### src/rtl/fir_edge_pad_pkg.sv
// Shared definitions for the horizontal edge-replication stage: FSM states,
// pad counter sizing and the bit order of the {sof,sol,eol,eof} sideband.
package fir_edge_pad_pkg;

  typedef enum logic [1:0] {
    IDLE = 2'd0,
    LPAD = 2'd1,
    BODY = 2'd2,
    RPAD = 2'd3
  } state_e;

  // REPEAT_NUM is limited to 1..7, so the pad down-counter needs 3 bits.
  localparam int REPEAT_MAX = 7;
  localparam int PAD_W      = $clog2(REPEAT_MAX);

  // Sideband ordering, MSB first: {sof, sol, eol, eof}
  localparam int FLAG_W   = 4;
  localparam int FLAG_SOF = 3;
  localparam int FLAG_SOL = 2;
  localparam int FLAG_EOL = 1;
  localparam int FLAG_EOF = 0;

  typedef logic [FLAG_W-1:0] flags_t;

  function automatic flags_t mk_flags(input logic sof, input logic sol,
                                      input logic eol, input logic eof);
    return {sof, sol, eol, eof};
  endfunction

endpackage

### src/rtl/fir_edge_pad_pix_oreg.sv
// Registered output slot: one word of pixel data plus frame/line sideband.
// Loads a new word whenever the slot is empty or being drained this cycle.
module fir_edge_pad_pix_oreg
  import fir_edge_pad_pkg::*;
#(
  parameter int DATA_WIDTH = 8
) (
  input  logic                  clk,
  input  logic                  rst_n,
  input  logic                  load_i,
  input  logic [DATA_WIDTH-1:0] data_i,
  input  flags_t                flags_i,
  input  logic                  m_ready_i,
  output logic                  slot_free_o,
  output logic                  m_valid_o,
  output logic [DATA_WIDTH-1:0] m_data_o,
  output flags_t                m_flags_o
);

  logic                  valid_q, valid_d;
  logic [DATA_WIDTH-1:0] data_q,  data_d;
  flags_t                flags_q, flags_d;

  assign slot_free_o = !valid_q || m_ready_i;

  // Take a new word only when the slot can move; otherwise hold everything
  always_comb begin
    valid_d = valid_q;
    data_d  = data_q;
    flags_d = flags_q;
    if (slot_free_o) begin
      valid_d = load_i;
      if (load_i) begin
        data_d  = data_i;
        flags_d = flags_i;
      end
    end
  end

  // Output slot register
  always_ff @(posedge clk) begin
    if (!rst_n) begin
      valid_q <= 1'b0;
      data_q  <= '0;
      flags_q <= '0;
    end else begin
      valid_q <= valid_d;
      data_q  <= data_d;
      flags_q <= flags_d;
    end
  end

  assign m_valid_o = valid_q;
  assign m_data_o  = data_q;
  assign m_flags_o = flags_q;

endmodule

### src/rtl/fir_edge_pad.sv
// Horizontal border replication ahead of the 2-D FIR: each line goes out as
// p0 x(R+1), p1..p(W-2), p(W-1) x(R+1), tagged with sol/eol/sof/eof.
module fir_edge_pad
  import fir_edge_pad_pkg::*;
#(
  parameter int DATA_WIDTH = 8,
  parameter int LINE_CNT   = 12,
  parameter int REPEAT_NUM = 2
) (
  input  logic                  clk,
  input  logic                  rst_n,
  input  logic [LINE_CNT-1:0]   h_size_i,
  input  logic [LINE_CNT-1:0]   v_size_i,
  input  logic                  s_valid_i,
  output logic                  s_ready_o,
  input  logic [DATA_WIDTH-1:0] s_data_i,
  output logic                  m_valid_o,
  input  logic                  m_ready_i,
  output logic [DATA_WIDTH-1:0] m_data_o,
  output logic                  m_sol_o,
  output logic                  m_eol_o,
  output logic                  m_sof_o,
  output logic                  m_eof_o
);

  localparam logic [PAD_W-1:0] PAD_INIT = PAD_W'(REPEAT_NUM - 1);

  state_e                state_q,    state_d;
  logic [LINE_CNT-1:0]   pix_cnt_q,  pix_cnt_d;
  logic [LINE_CNT-1:0]   line_cnt_q, line_cnt_d;
  logic [LINE_CNT-1:0]   h_size_q,   h_size_d;
  logic [LINE_CNT-1:0]   v_size_q,   v_size_d;
  logic [PAD_W-1:0]      pad_cnt_q,  pad_cnt_d;
  logic [DATA_WIDTH-1:0] edge_px_q,  edge_px_d;

  logic                  slot_free;
  logic                  s_ready;
  logic                  emit;
  logic [DATA_WIDTH-1:0] emit_data;
  flags_t                emit_flags;
  flags_t                m_flags;

  // Line sequencing: decide what to emit this cycle and where to go next
  always_comb begin
    state_d    = state_q;
    pix_cnt_d  = pix_cnt_q;
    line_cnt_d = line_cnt_q;
    h_size_d   = h_size_q;
    v_size_d   = v_size_q;
    pad_cnt_d  = pad_cnt_q;
    edge_px_d  = edge_px_q;
    s_ready    = 1'b0;
    emit       = 1'b0;
    emit_data  = edge_px_q;
    emit_flags = '0;

    case (state_q)
      IDLE: begin
        s_ready = slot_free && rst_n;
        if (s_valid_i && s_ready) begin
          emit       = 1'b1;
          emit_data  = s_data_i;
          emit_flags = mk_flags(line_cnt_q == '0, 1'b1, 1'b0, 1'b0);
          edge_px_d  = s_data_i;
          pad_cnt_d  = PAD_INIT;
          pix_cnt_d  = LINE_CNT'(1);
          state_d    = LPAD;
          // Frame geometry is frozen for the whole frame at its first pixel
          if (line_cnt_q == '0) begin
            h_size_d = h_size_i;
            v_size_d = v_size_i;
          end
        end
      end

      LPAD: begin
        if (slot_free) begin
          emit      = 1'b1;
          pad_cnt_d = pad_cnt_q - 1'b1;
          if (pad_cnt_q == '0) begin
            if (h_size_q != '0) begin
              state_d = BODY;
            end else begin
              // Single-pixel line: right padding replicates the same pixel
              pad_cnt_d = PAD_INIT;
              state_d   = RPAD;
            end
          end
        end
      end

      BODY: begin
        s_ready = slot_free && rst_n;
        if (s_valid_i && s_ready) begin
          emit      = 1'b1;
          emit_data = s_data_i;
          pix_cnt_d = pix_cnt_q + 1'b1;
          if (pix_cnt_q == h_size_q) begin
            edge_px_d = s_data_i;
            pad_cnt_d = PAD_INIT;
            state_d   = RPAD;
          end
        end
      end

      RPAD: begin
        if (slot_free) begin
          emit      = 1'b1;
          pad_cnt_d = pad_cnt_q - 1'b1;
          if (pad_cnt_q == '0) begin
            emit_flags = mk_flags(1'b0, 1'b0, 1'b1, line_cnt_q == v_size_q);
            state_d    = IDLE;
            line_cnt_d = (line_cnt_q == v_size_q) ? '0 : line_cnt_q + 1'b1;
          end
        end
      end

      default: state_d = IDLE;
    endcase
  end

  // Control state and position counters
  always_ff @(posedge clk) begin
    if (!rst_n) begin
      state_q    <= IDLE;
      pix_cnt_q  <= '0;
      line_cnt_q <= '0;
      h_size_q   <= '0;
      v_size_q   <= '0;
      pad_cnt_q  <= '0;
      edge_px_q  <= '0;
    end else begin
      state_q    <= state_d;
      pix_cnt_q  <= pix_cnt_d;
      line_cnt_q <= line_cnt_d;
      h_size_q   <= h_size_d;
      v_size_q   <= v_size_d;
      pad_cnt_q  <= pad_cnt_d;
      edge_px_q  <= edge_px_d;
    end
  end

  fir_edge_pad_pix_oreg #(
    .DATA_WIDTH (DATA_WIDTH)
  ) u_oreg (
    .clk         (clk),
    .rst_n       (rst_n),
    .load_i      (emit),
    .data_i      (emit_data),
    .flags_i     (emit_flags),
    .m_ready_i   (m_ready_i),
    .slot_free_o (slot_free),
    .m_valid_o   (m_valid_o),
    .m_data_o    (m_data_o),
    .m_flags_o   (m_flags)
  );

  assign s_ready_o = s_ready;
  assign m_sof_o   = m_flags[FLAG_SOF];
  assign m_sol_o   = m_flags[FLAG_SOL];
  assign m_eol_o   = m_flags[FLAG_EOL];
  assign m_eof_o   = m_flags[FLAG_EOF];

endmodule

### config.mk
export PLATFORM = sky130hd
export DESIGN_NAME = fir_edge_pad
export DESIGN_NICKNAME = d
export VERILOG_FILES = /design/src/rtl/fir_edge_pad_pkg.sv /design/src/rtl/fir_edge_pad_pix_oreg.sv /design/src/rtl/fir_edge_pad.sv
export SDC_FILE = /design/constraint.sdc
export NUM_CORES = 1
export LEC_CHECK = 0
export BUFFER_PORTS_ARGS = -buffer_cell sky130_fd_sc_hd__clkbuf_2
export CAP_MARGIN = 20
export CORE_ASPECT_RATIO = 1.4
export CORE_MARGIN = 2
export CORE_UTILIZATION = 38
export DETAILED_ROUTE_END_ITERATION = 10
export PLACE_DENSITY = 0.59
export SYNTH_ARGS = -nofsm -noshare
export SYNTH_HDL_FRONTEND = slang
export SYNTH_SLANG_ARGS = --single-unit
export TNS_END_PERCENT = 10
### constraint.sdc
create_clock -name clk -period 2.12 [get_ports clk]
set_input_delay 0.212 -clock clk [delete_from_list [all_inputs] [get_ports clk]]
set_output_delay 0.212 -clock clk [all_outputs]
set_load 0.01 [all_outputs]
==> results.py <==
metrics = {
    "outcome": {
        "status": "completed",
    },
    "global_routing": {
        "grt_pass1_wl_um": 14100,
        "grt_max_degree": 31,
        "grt_pass1_vias": 3026,
        "grt_use_total_pct": 17.2,
        "grt.overflow.total": 0,
        "antenna_found_initial": 0,
    },
    "sta": {
        "grt_setup_unrepaired": "false",
        "max_slew_margin_pct": 63.1,
        "finalMaxSlewViolations": 0,
        "worst_pin_slew_ns": 0.548,
        "finalClockSkew_ns": 0.00449,
        "setup_viol": 0,
        "finalCriticalPeriod_ns": 2.00,
        "finalCritPeriodShare_pct": 94.5,
        "max_freq_mhz": 499,
        "hold_violations": 0,
        "setup_tns_ns": 0,
    },
    "pwr": {
        "power_uw": 4820,
        "power.density_nw_per_um2": 1120,
        "power_leakage_uw": 0.00169,
        "ir_worst_vdd_mv": 0.461,
    },
    "clock_network": {
        "cts_buffers": 9,
        "clockBufferDepth": 2,
        "clk_latency_ns": 0.34,
        "clkTransAtPathRegs_ns": 0.06,
        "htreeDepth": 3,
        "root_buffer": "clkbuf_16",
        "cts_sinks": 74,
        "cts_tree": "built",
    },
    "flow_run": {
        "maxCapViolCount": 0,
    },
    "yosys": {
        "synth_top_area_share_pct": 40.6,
        "synth_nets": 470,
        "synth_cells": 424,
        "synth_seq_area_share_pct": 40.6,
        "syn_area_um2": 3650,
        "syn_avg_cell_area_um2": 8.60,
        "synthMostInstantiatedCell": "dfxtp_1",
        "synth_ff_type": "dfxtp_1",
        "synth_cell_types": 50,
        "synth_area_leaders": "dfxtp_1 41%, nand2_1 7.5%, xnor2_1 5.3%",
        "yosys-top-cells-count": "74 x dfxtp_1, 73 x nand2_1, 40 x nor2_1",
        "ys_ff_latch": 74,
        "yosysTopAreaCell": "dfxtp_1",
        "async_flop_share_pct": 0,
        "synth_edf_count": 0,
        "yosys_warnings": 0,
    },
    "critical_path": {
        "worstPathArrival_ns": 1.79,
        "critPathKind": "reg -> out",
        "crit_fanout": 10,
        "critPathLaunchType": "register",
        "r2r-start": "state_q[1]",
        "endpoint_kind": "output port",
        "r2r_setup_slack_ns": 0.14,
        "rr_endpoint": "pad_cnt_q[0]",
        "worstSetupStartpoint": "state_q[0]",
        "critPathRequiredTime_ns": 1.91,
        "ff2ff_path_depth": 6,
    },
    "placed_design": {
        "place.gp.congestion": 0.802,
        "dpl.hpwl_um": 6190,
        "port_buffers": 49,
    },
    "route": {
        "drc": 0,
        "viasPerCell": 5.17,
        "drt_iter0_drc": 150,
        "dr.pass1.iters": 4,
        "vias": 3036,
        "wl_um": 8300,
        "route.antenna.remaining_nets": 0,
        "wl_per_cell_um": 14.1,
    },
    "floorplan": {
        "start_util_pct": 38.8,
        "fp.dieH_um": 120,
        "core-area_um2": 9410,
        "rows": 42,
        "ioPinCount": 50,
        "die-area_um2": 10400,
        "die_x_um": 86.8,
    },
    "cells_and_area": {
        "synthToLayoutAreaGrowth_pct": 17.7,
        "fin_nets": 518,
        "drive_gt1_share_pct": 20.1,
        "diodes": 0,
    },
    "hold_path": {
        "whs_path_depth": 3,
        "min_path_type": "in -> reg",
        "min_from": "h_size_i[5]",
        "hold_path_end": "h_size_q[5]",
    },
}
-- critical path, cell delays in order (launching register included) --
cell and delay [ns]:
dfxtp_1 0.34, inv_1 0.14, ha_1 0.30, nor2_4 0.09
buf_4 0.18, nor3_1 0.22, clkbuf_2 0.17
-- registers in the layout, indices dropped and copies added (netlist names) --
register,cells
state_q,2
v_size_q,12
u_oreg.m_data_o,8
u_oreg.m_valid_o,1
u_oreg.m_flags_o,4
edge_px_q,8
pad_cnt_q,3
line_cnt_q,12
h_size_q,12
pix_cnt_q,12
-- layer usage --
layer	routed length [um]	global-route usage [%]	part of all wire (%)
met2	4010	27.8	48
met4	341	11.7	4.1
met1	3650	20.5	44
met3	299	2.54	3.6
met5	0	0	0
-- power breakdown --
part           total, uW  internal [uW]  switching, uW
registers           1740           1600            142
clock network       1640           1060            579
logic               1440            573            867
-- worst max-delay path by stage --
stage	cells after the start	end	slack (ns)
3_3_place_gp	7	u_oreg.m_flags_o[3]	0.26
5_1_grt	6	s_ready_o	0.02
3_5_place_dp	6	pad_cnt_q[0]	0.17
6_report	6	s_ready_o	0.12
2_1_floorplan	6	pad_cnt_q[0]	0.39
4_1_cts	6	s_ready_o	0.05
-- logic make-up after synthesis --
family / share of synthesized area (%)
and+or+nand+nor: 24.9
adders and majority gates: 3.43
muxes: 1.10
buffers and inverters: 5.21
AOI/OAI and AO/OA: 13.8
DFF: 40.6
xor gates and xnor gates: 11.0
-- per-stage QoR --
| stage | cell area [um^2] | hold slack (ns) | setup slack, ns | util [%] | cells |
|---|---|---|---|---|---|
| global route | 4290 | 0.110 | 0.0232 | 45.6 | 587 |
| finish | 4290 | 0.0970 | 0.116 | 45.6 | 587 |
| CTS | 4290 | 0.0918 | 0.0533 | 45.6 | 587 |
| floorplan | 3650 | 0.319 | 0.389 | - | 424 |
| global placement | 3970 | 0.439 | 0.256 | 42.2 | 571 |
| detailed placement | 3970 | 0.445 | 0.168 | 42.2 | 571 |
-- layout make-up --
class / count / area (um^2)
Multi-Input combinational cell: 315 / 1980
Fill cell: 946 / 5110
Clock inverter: 5 / 77.6
Sequential cell: 74 / 1480
Clock buffer: 11 / 243
Tap cell: 110 / 138
Inverter: 13 / 48.8
Timing Repair Buffer: 59 / 320
-- what timing repair did --
item | 4_1_cts | 5_1_grt
endpoints found under the setup margin | 1 | 3
gates resized for setup | 1 | 2
hold buffers | 0 | 0
buffers inserted | 0 | 0
-- layout by cell type, fill, tap and decap left out, types with 3 or more instances in the layout --
cell type	synthesis	layout
inv_1	13	13
nor4_1	7	7
nor2_1	40	40
nor4_2	4	4
a21oi_1	29	29
xnor2_1	22	22
nand3_1	9	9
o21ai_0	15	14
o21ai_1	2	3
mux2i_1	4	4
o31ai_1	11	11
ha_1	10	9
and3_1	6	6
clkbuf_16	0	9
clkbuf_2	0	49
nand4_1	13	13
dfxtp_1	74	74
buf_4	5	10
a311oi_1	8	8
nor3_1	4	4
nand2_1	73	73
xor2_1	22	22
Power figures use the tool's default switching activity.
